`src/rtl/rom_arb_pkg.sv`:
```
// Shared types and default sizes for the program-ROM arbiter.
// Owner tags identify which port a ROM read in flight belongs to.
// Default widths mirror the processor ROM geometry.
package rom_arb_pkg;

    typedef enum logic [1:0] {
        OWN_NONE = 2'd0,
        OWN_A    = 2'd1,
        OWN_B    = 2'd2
    } owner_t;

    localparam int DEF_ADDR_WIDTH = 8;
    localparam int DEF_DATA_WIDTH = 8;
    localparam int DEF_B_MAX_WAIT = 4;
    localparam int WAIT_CNT_WIDTH = 4;

endpackage

```
`src/rtl/rom_arb_wait_counter.sv`:
```
// Saturating starvation counter for the secondary ROM reader.
// Latency: expired reflects the registered count, valid the cycle after the last inc.
// No backpressure: clr has priority over inc; count saturates at MAX_WAIT.
module rom_arb_wait_counter
    import rom_arb_pkg::*;
#(
    parameter int MAX_WAIT = DEF_B_MAX_WAIT
) (
    input  logic clk,
    input  logic rst,
    input  logic inc,
    input  logic clr,
    output logic expired
);

    localparam logic [WAIT_CNT_WIDTH-1:0] MAX_CNT = WAIT_CNT_WIDTH'(MAX_WAIT);

    logic [WAIT_CNT_WIDTH-1:0] cnt;

    // Count consecutive denied cycles; stop at the limit so expired stays high until B wins.
    always_ff @(posedge clk or posedge rst) begin
        if (rst) begin
            cnt <= '0;
        end else if (clr) begin
            cnt <= '0;
        end else if (inc && (cnt != MAX_CNT)) begin
            cnt <= cnt + 1'b1;
        end
    end

    assign expired = (cnt == MAX_CNT);

endmodule

```
`src/rtl/rom_arbiter.sv`:
```
// Shares the single-port synchronous program ROM between fetch (A) and a secondary reader (B).
// Latency: GNT in cycle N -> VALID/DATA in cycle N+2, fully pipelined.
// Requesters hold REQ until GNT; A has priority unless B has been denied B_MAX_WAIT cycles.
module rom_arbiter
    import rom_arb_pkg::*;
#(
    parameter int ADDR_WIDTH = DEF_ADDR_WIDTH,
    parameter int DATA_WIDTH = DEF_DATA_WIDTH,
    parameter int B_MAX_WAIT = DEF_B_MAX_WAIT
) (
    input  logic                  CLK,
    input  logic                  RESET,
    input  logic                  A_REQ,
    input  logic [ADDR_WIDTH-1:0] A_ADDR,
    output logic                  A_GNT,
    output logic                  A_VALID,
    output logic [DATA_WIDTH-1:0] A_DATA,
    input  logic                  B_REQ,
    input  logic [ADDR_WIDTH-1:0] B_ADDR,
    output logic                  B_GNT,
    output logic                  B_VALID,
    output logic [DATA_WIDTH-1:0] B_DATA,
    output logic [ADDR_WIDTH-1:0] ROM_ADDR,
    input  logic [DATA_WIDTH-1:0] ROM_DATA
);

    owner_t                owner;
    owner_t                tag0;
    logic                  b_expired;
    logic [ADDR_WIDTH-1:0] last_addr;

    rom_arb_wait_counter #(
        .MAX_WAIT (B_MAX_WAIT)
    ) u_wait (
        .clk     (CLK),
        .rst     (RESET),
        .inc     (B_REQ & ~B_GNT),
        .clr     (~B_REQ | B_GNT),
        .expired (b_expired)
    );

    // Pick this cycle's owner: A by default, B when alone or when its wait has run out.
    always_comb begin
        owner = OWN_NONE;
        if (!RESET) begin
            if (B_REQ && (!A_REQ || b_expired)) begin
                owner = OWN_B;
            end else if (A_REQ) begin
                owner = OWN_A;
            end
        end
    end

    assign A_GNT = (owner == OWN_A);
    assign B_GNT = (owner == OWN_B);

    // Drive the granted address; an idle cycle keeps the ROM pointed at the last read.
    always_comb begin
        ROM_ADDR = last_addr;
        case (owner)
            OWN_A:   ROM_ADDR = A_ADDR;
            OWN_B:   ROM_ADDR = B_ADDR;
            default: ROM_ADDR = last_addr;
        endcase
    end

    // Remember the last issued address and tag who owns the read now in the ROM.
    always_ff @(posedge CLK or posedge RESET) begin
        if (RESET) begin
            last_addr <= '0;
            tag0      <= OWN_NONE;
        end else begin
            tag0 <= owner;
            if (owner != OWN_NONE) begin
                last_addr <= ROM_ADDR;
            end
        end
    end

    // Land the ROM word on port A when A owned the read; data holds between strobes.
    always_ff @(posedge CLK or posedge RESET) begin
        if (RESET) begin
            A_VALID <= 1'b0;
            A_DATA  <= '0;
        end else begin
            A_VALID <= (tag0 == OWN_A);
            if (tag0 == OWN_A) begin
                A_DATA <= ROM_DATA;
            end
        end
    end

    // Land the ROM word on port B when B owned the read; data holds between strobes.
    always_ff @(posedge CLK or posedge RESET) begin
        if (RESET) begin
            B_VALID <= 1'b0;
            B_DATA  <= '0;
        end else begin
            B_VALID <= (tag0 == OWN_B);
            if (tag0 == OWN_B) begin
                B_DATA <= ROM_DATA;
            end
        end
    end

endmodule

```
`config.mk`:
```
export PLATFORM = sky130hd
export DESIGN_NAME = rom_arbiter
export DESIGN_NICKNAME = d
export VERILOG_FILES = /design/src/rtl/rom_arb_pkg.sv /design/src/rtl/rom_arb_wait_counter.sv /design/src/rtl/rom_arbiter.sv
export SDC_FILE = /design/constraint.sdc
export NUM_CORES = 1
export LEC_CHECK = 0
export CAP_MARGIN = 20
export CORE_MARGIN = 1.5
export CORE_UTILIZATION = 40
export DETAILED_ROUTE_END_ITERATION = 12
export GPL_ROUTABILITY_DRIVEN = 0
export PLACE_DENSITY = 0.86
export SYNTH_ARGS = -nofsm -noshare
export SYNTH_HDL_FRONTEND = slang
export SYNTH_SLANG_ARGS = --single-unit
```
`constraint.sdc`:
```
create_clock -name CLK -period 3.3 [get_ports CLK]
set_input_delay 0.825 -clock CLK [delete_from_list [all_inputs] [get_ports CLK]]
set_output_delay 0.825 -clock CLK [all_outputs]
set_load 0.005 [all_outputs]
```
=== After elaboration in Yosys (flattened, before gate mapping) ===
Index checks and enable logic that the tools add are counted.

* Register bits after elaboration: 32
* Word-level logic and storage cells: 30

* Add/sub/neg operators: 1
* Equality and inequality tests: 6
* Mux-type cells: 6
* Bitwise operators: 4
* Reduce and logical (&&, ||, !) cells: 6

{| class="wikitable"
|+ Operator list
! operator !! number
|-
| $pmux W8 S2 || 1
|-
| $mux W4 || 2
|-
| $add A4 B1 Y4 const B || 1
|-
| $eq A2 B1 Y1 const B || 2
|-
| $eq A2 B2 Y1 const B || 2
|-
| $eq A4 B3 Y1 const B || 1
|-
| $mux W2 || 2
|-
| $ne A4 B3 Y1 const B || 1
|-
| $reduce_bool A2 Y1 || 2
|-
| $logic_and A1 B1 Y1 || 2
|-
| $not A1 Y1 || 2
|-
| $and A1 B1 Y1 || 1
|-
| $logic_not A1 Y1 || 1
|-
| $logic_or A1 B1 Y1 || 1
|-
| $mux W1 || 1
|-
| $or A1 B1 Y1 || 1
|}

=== Depth between registers and ports, before layout ===
Gate-level depths: netlist of run 1.

* Depth in word-level cells: 11
* Mapped depth: 11
* Gate-level depth less buffers: 9

=== Modules after synthesis ===
From an unflattened synthesis of run 1, not the netlist that was laid out.

* Cells, all modules: 132
* Area, all modules: 1,592.8 µm²

{| class="wikitable"
|+ By module, submodules not included
! module !! instances !! cells an instance !! area each (µm²) !! sequential area each (µm²)
|-
| rom_arbiter || 1 || 107 || 1,355.0 || 700.7
|-
| rom_arb_wait_counter || 1 || 25 || 237.7 || 100.1
|}

=== Worst setup path after synthesis of run 1 ===
No wires, ideal clock.

* Kind: input to output
* From: input port RESET
* To: output port ROM_ADDR[0]
* Data arrival time: 2.579 ns
* Data required time: 2.475 ns
* Slack: -0.104 ns
* Stages on the path: 7
* Buffers on the path: 2
* Cells stage by stage: inv_1 > nand3_1 > ha_1 > buf_4 > buf_2 > nor2_1 > a21oi_1

* Cells in the longest elaborated chain, start to end: 3
* Elaborated cells on any way between the ends: 4

{| class="wikitable"
|+ Ends and longest elaborated chain
! item !! line !! RTL
|-
| from (decl) || rom_arbiter.sv:12 || <nowiki>input logic RESET,</nowiki>
|-
| $mux W2 (*) || rom_arbiter.sv:45 || <nowiki>if (!RESET) begin</nowiki>
|-
| $eq A2 B2 Y1 or $eq A2 B1 Y1 (tied branches) || rom_arbiter.sv:60 || <nowiki>case (owner)</nowiki>
|-
| $pmux W8 S2 (*) || rom_arbiter.sv:60 ||
|-
| to (decl) || rom_arbiter.sv:23 || <nowiki>output logic [ADDR_WIDTH-1:0] ROM_ADDR,</nowiki>
|}

Mark *: on every way between the ends. The rest lies on a longest branch, timed or not.

=== Final worst setup path of run 1 ===
* From: register u_wait.cnt[0]
* To: output port A_GNT

* Cells in the longest elaborated chain, start to end: 6

{| class="wikitable"
|+ Ends and longest elaborated chain
! item !! line !! RTL
|-
| from (decl) || rom_arb_wait_counter.sv:18 || <nowiki>logic [WAIT_CNT_WIDTH-1:0] cnt;</nowiki>
|-
| from (signal assigned) || rom_arb_wait_counter.sv:27 || <nowiki>cnt <= cnt + 1'b1;</nowiki>
|-
| $eq A4 B3 Y1 || rom_arb_wait_counter.sv:31 || <nowiki>assign expired = (cnt == MAX_CNT);</nowiki>
|-
| $logic_or A1 B1 Y1 || rom_arbiter.sv:46 || <nowiki>if (B_REQ && (!A_REQ || b_expired)) begin</nowiki>
|-
| $logic_and A1 B1 Y1 || rom_arbiter.sv:46 ||
|-
| $mux W2 || rom_arbiter.sv:46 ||
|-
| $mux W2 || rom_arbiter.sv:45 ||
|-
| net owner[0] || rom_arbiter.sv:27 || <nowiki>owner_t owner;</nowiki>
|-
| $eq A2 B1 Y1 || rom_arbiter.sv:54 || <nowiki>assign A_GNT = (owner == OWN_A);</nowiki>
|-
| to (decl) || rom_arbiter.sv:15 || <nowiki>output logic A_GNT,</nowiki>
|}

The timed path passes the listed nets, and every way through them passes these cells.

==> flow_metrics.env, run 1 <==
export IMPL_yosysWarnings=0
export IMPL_setup_viol=0
export IMPL_cp_max_fo=9
export IMPL_slew_headroom=0.759
export IMPL_fin_crit_sh=0.966
export IMPL_synth_cell_types=28
export IMPL_seq_power_share=0.436
export IMPL_max_cap_viol_count=0
export IMPL_die_area_sq_um=4260
export IMPL_start_kind="flip-flop"
export IMPL_yosysSeqAreaShare=0.516
export IMPL_clockRootBuffer="clkbuf_8"
export IMPL_drive_above_1_share=0.247
export IMPL_hold_class="flip-flop to flip-flop"
export IMPL_p_sw_uw=278
export IMPL_clock_skew_ns=0.00346
export IMPL_clkSinkCount=32
export IMPL_hpwl_mm=2.32
export IMPL_routed_wl_mm=3.36
export IMPL_end_kind="output pin"
export IMPL_grt_pass1_wl_mm=5.44
export IMPL_path_clk_slew_ns=0.06
export IMPL_grt_use_met2=0.283
export IMPL_max_clock_freq_ghz=0.314
export IMPL_cts_made_buffers=5
export IMPL_clk_latency_ns=0.28
export IMPL_clockPowerShare=0.282
export IMPL_crit_arrival_ns=2.36
export IMPL_drtIter0Drc=51
export IMPL_syn2layout_area_growth_pct=49.8
export IMPL_die_w_um=65.3
export IMPL_first_pass_iters=4
export IMPL_p_leak_uw=0.00103
export IMPL_path_delay_family="buffers and inverters"
export IMPL_grt_setup_unrepaired="no"
export IMPL_fp_coreArea_sq_um=3690
export IMPL_grt_use_total=0.173
export IMPL_whs_ns=0.490
export IMPL_htreeDepth=2
export IMPL_nets=223
export IMPL_synth_area_leaders="dfrtp_1 (52%), mux2_4 (15%), ha_1 (4.0%)"
export IMPL_hold_viol=0
export IMPL_grt_pass1_vias=1155
export IMPL_p_comb_frac=0.281
export IMPL_drc_errors=0
export IMPL_p_int_uw=848
export IMPL_final_util=0.630
export IMPL_crit_buf_inv=3
export IMPL_ys_seq_elements=32
export IMPL_drtAntennaViolNets=0
export IMPL_worst_pin_slew_ns=0.361
export IMPL_powerDensity_nw_per_um2=485
export IMPL_grt_start_max_net_pins=27
export IMPL_crit_type="flip-flop to output pin"
export IMPL_cts_tree="done"
export IMPL_start_util=0.421
export IMPL_path_cells="inv_1 -> ha_1 -> and3b_2 -> nand2_1 -> and3_4 -> ha_4 -> buf_4 -> clkdlybuf4s50_1"
export IMPL_slowest_delay_ns=0.49
export IMPL_syn_cell_area_sq_um=1550
export IMPL_swShare=0.247
export IMPL_grt_busiest_layer="met2"
export IMPL_syn_area_per_cell_sq_um=12.3
export IMPL_peakVddDrop_uv=221
export IMPL_die_h_um=65.3
export IMPL_numPortBuffers=55
export IMPL_io_pins=56
export IMPL_critPathSlowestCell="clkdlybuf4s50_1"
export IMPL_num_antenna_cells=0
export IMPL_vias_per_cell=4.86
export IMPL_fin_crit_ns=3.19
export IMPL_syn_inst=126
export IMPL_grt_antenna_before_repair=0
export IMPL_vias=1157
export IMPL_cts_max_path_buffers=2
export IMPL_wl_per_cell_um=14.1
export IMPL_rows=22
export IMPL_met3_usage=0.0497
export IMPL_fin_ws_ns=0.113
export IMPL_slew_violations=0
export IMPL_required_ns=2.47
export IMPL_grt_overflow_total=0
export IMPL_synth_area_leader_cell="dfrtp_1"
export IMPL_synth_top_area_frac=0.516
export IMPL_dp_worst_setup_slack_ns=-0.416
export IMPL_r2r_slack_ns=1.10
export IMPL_met1_usage=0.204
export IMPL_synthesis_nets=159
export IMPL_run_status="finished, final reports clean"
==> through the flow <==
| stage | TNS, ns | total power, uW | std cells | instance area [sq um] |
|---|---|---|---|---|
| floorplan | 0 | 638 | 126 | 1560 |
| global route | 0 | 1190 | 238 | 2320 |
| detailed placement | -3.54 | 813 | 229 | 2140 |
| global placement | -3.19 | 805 | 229 | 2140 |
| finish | 0 | 1130 | 238 | 2320 |
| CTS | 0 | 1140 | 238 | 2320 |
==> routing by layer <==
| layer | vias up | wire [um] | part of all wire |
|---|---|---|---|
| met5 | - | 0 | 0 |
| met4 | 0 | 85 | 0.025 |
| met3 | 7 | 274 | 0.081 |
| met2 | 58 | 1570 | 0.47 |
| met1 | 533 | 1430 | 0.43 |
| li1 | 559 | - | - |
==> tightest hold or removal path, delay by kind of cell, from the launching register on <==
family / cells / cell delay [ns]
compound gates: 1 / 0.06
flops: 1 / 0.35
simple gates: 1 / 0.05
==> logic make-up after synthesis <==
family                     Yosys count  synth area share
buffers and inverters               10            0.0556
muxes                               16             0.155
DFF                                 32             0.516
and+or+nand+nor                     34             0.119
AOI/OAI and AO/OA                   27             0.102
adders and majority gates            5            0.0403
xor gates and xnor gates             2            0.0113
==> synthesized netlist by cell type (all sizes together) <==
cell type  instances
a21oi              9
o21ai              8
ha                 5
xor2               1
nand2             12
inv                3
nor2b              2
clkbuf             1
and3               2
xnor2              1
buf                6
a31oi              1
nand3b             1
a22oi              8
nor2               9
nand2b             3
and3b              1
mux2              16
o21bai             1
nor3               1
dfrtp             32
nand3              3
==> sequential cells by signal (all words and copies together) (netlist names) <==
register,count
u_wait.cnt,4
A_VALID,1
B_VALID,1
B_DATA,8
A_DATA,8
tag0,2
last_addr,8
==> worst paths after layout <==
kind | end | from | depth (start not counted)
min in group asynchronous | last_addr[6] | RESET | 4
setup / recovery | A_GNT | u_wait.cnt[0] | 8
hold reg to reg | last_addr[6] | last_addr[6] | 2
max in group asynchronous | A_DATA[0] | RESET | 3
setup reg to reg | last_addr[4] | u_wait.cnt[0] | 10
hold / removal | last_addr[6] | last_addr[6] | 2
==> power groups by stage <==
stage,sequential (uW),combinational (uW),clock [uW]
after floorplan,495,143,0
after global placement,494,311,0
after detailed placement,496,317,0
after CTS,491,319,326
after global routing,497,346,344
final,491,317,318
==> final cells by class <==
type,count,area [sq um]
clock buffers,7,96.3
fillers,306,1370
inverters,3,15.0
multi-input cells,84,747
flip-flops and latches,32,801
well taps,48,60.1
repair buffers,64,604
==> cell usage in the layout, fill, tap and decap left out, types with 2 or more instances in the layout <==
cell type	instances
clkbuf_8	7
a22oi_2	2
o21ai_1	2
clkdlybuf4s50_1	44
inv_1	2
mux2_4	16
ha_4	3
o21ai_0	6
a21oi_1	9
dlygate4sd2_1	11
buf_4	9
a22oi_1	6
dfrtp_1	32
nand2_1	12
nor2b_4	2
nor2_1	9
ha_1	2
nand3_4	2
and3_4	2
==> what timing repair did <==
action / 4_1_cts / 5_1_grt
resized for setup: 26 / 0
hold buffers: 0 / 0
buffers inserted: 2 / 0
setup endpoints to repair: 10 / 0
(Power assumes the default switching activity.)
==> run 2, diff against run 1 <==
GPL_ROUTABILITY_DRIVEN = unset   (was 0)
==> results of run 2 <==
The final DEF is identical to that of run 1; final timing and power are the same.
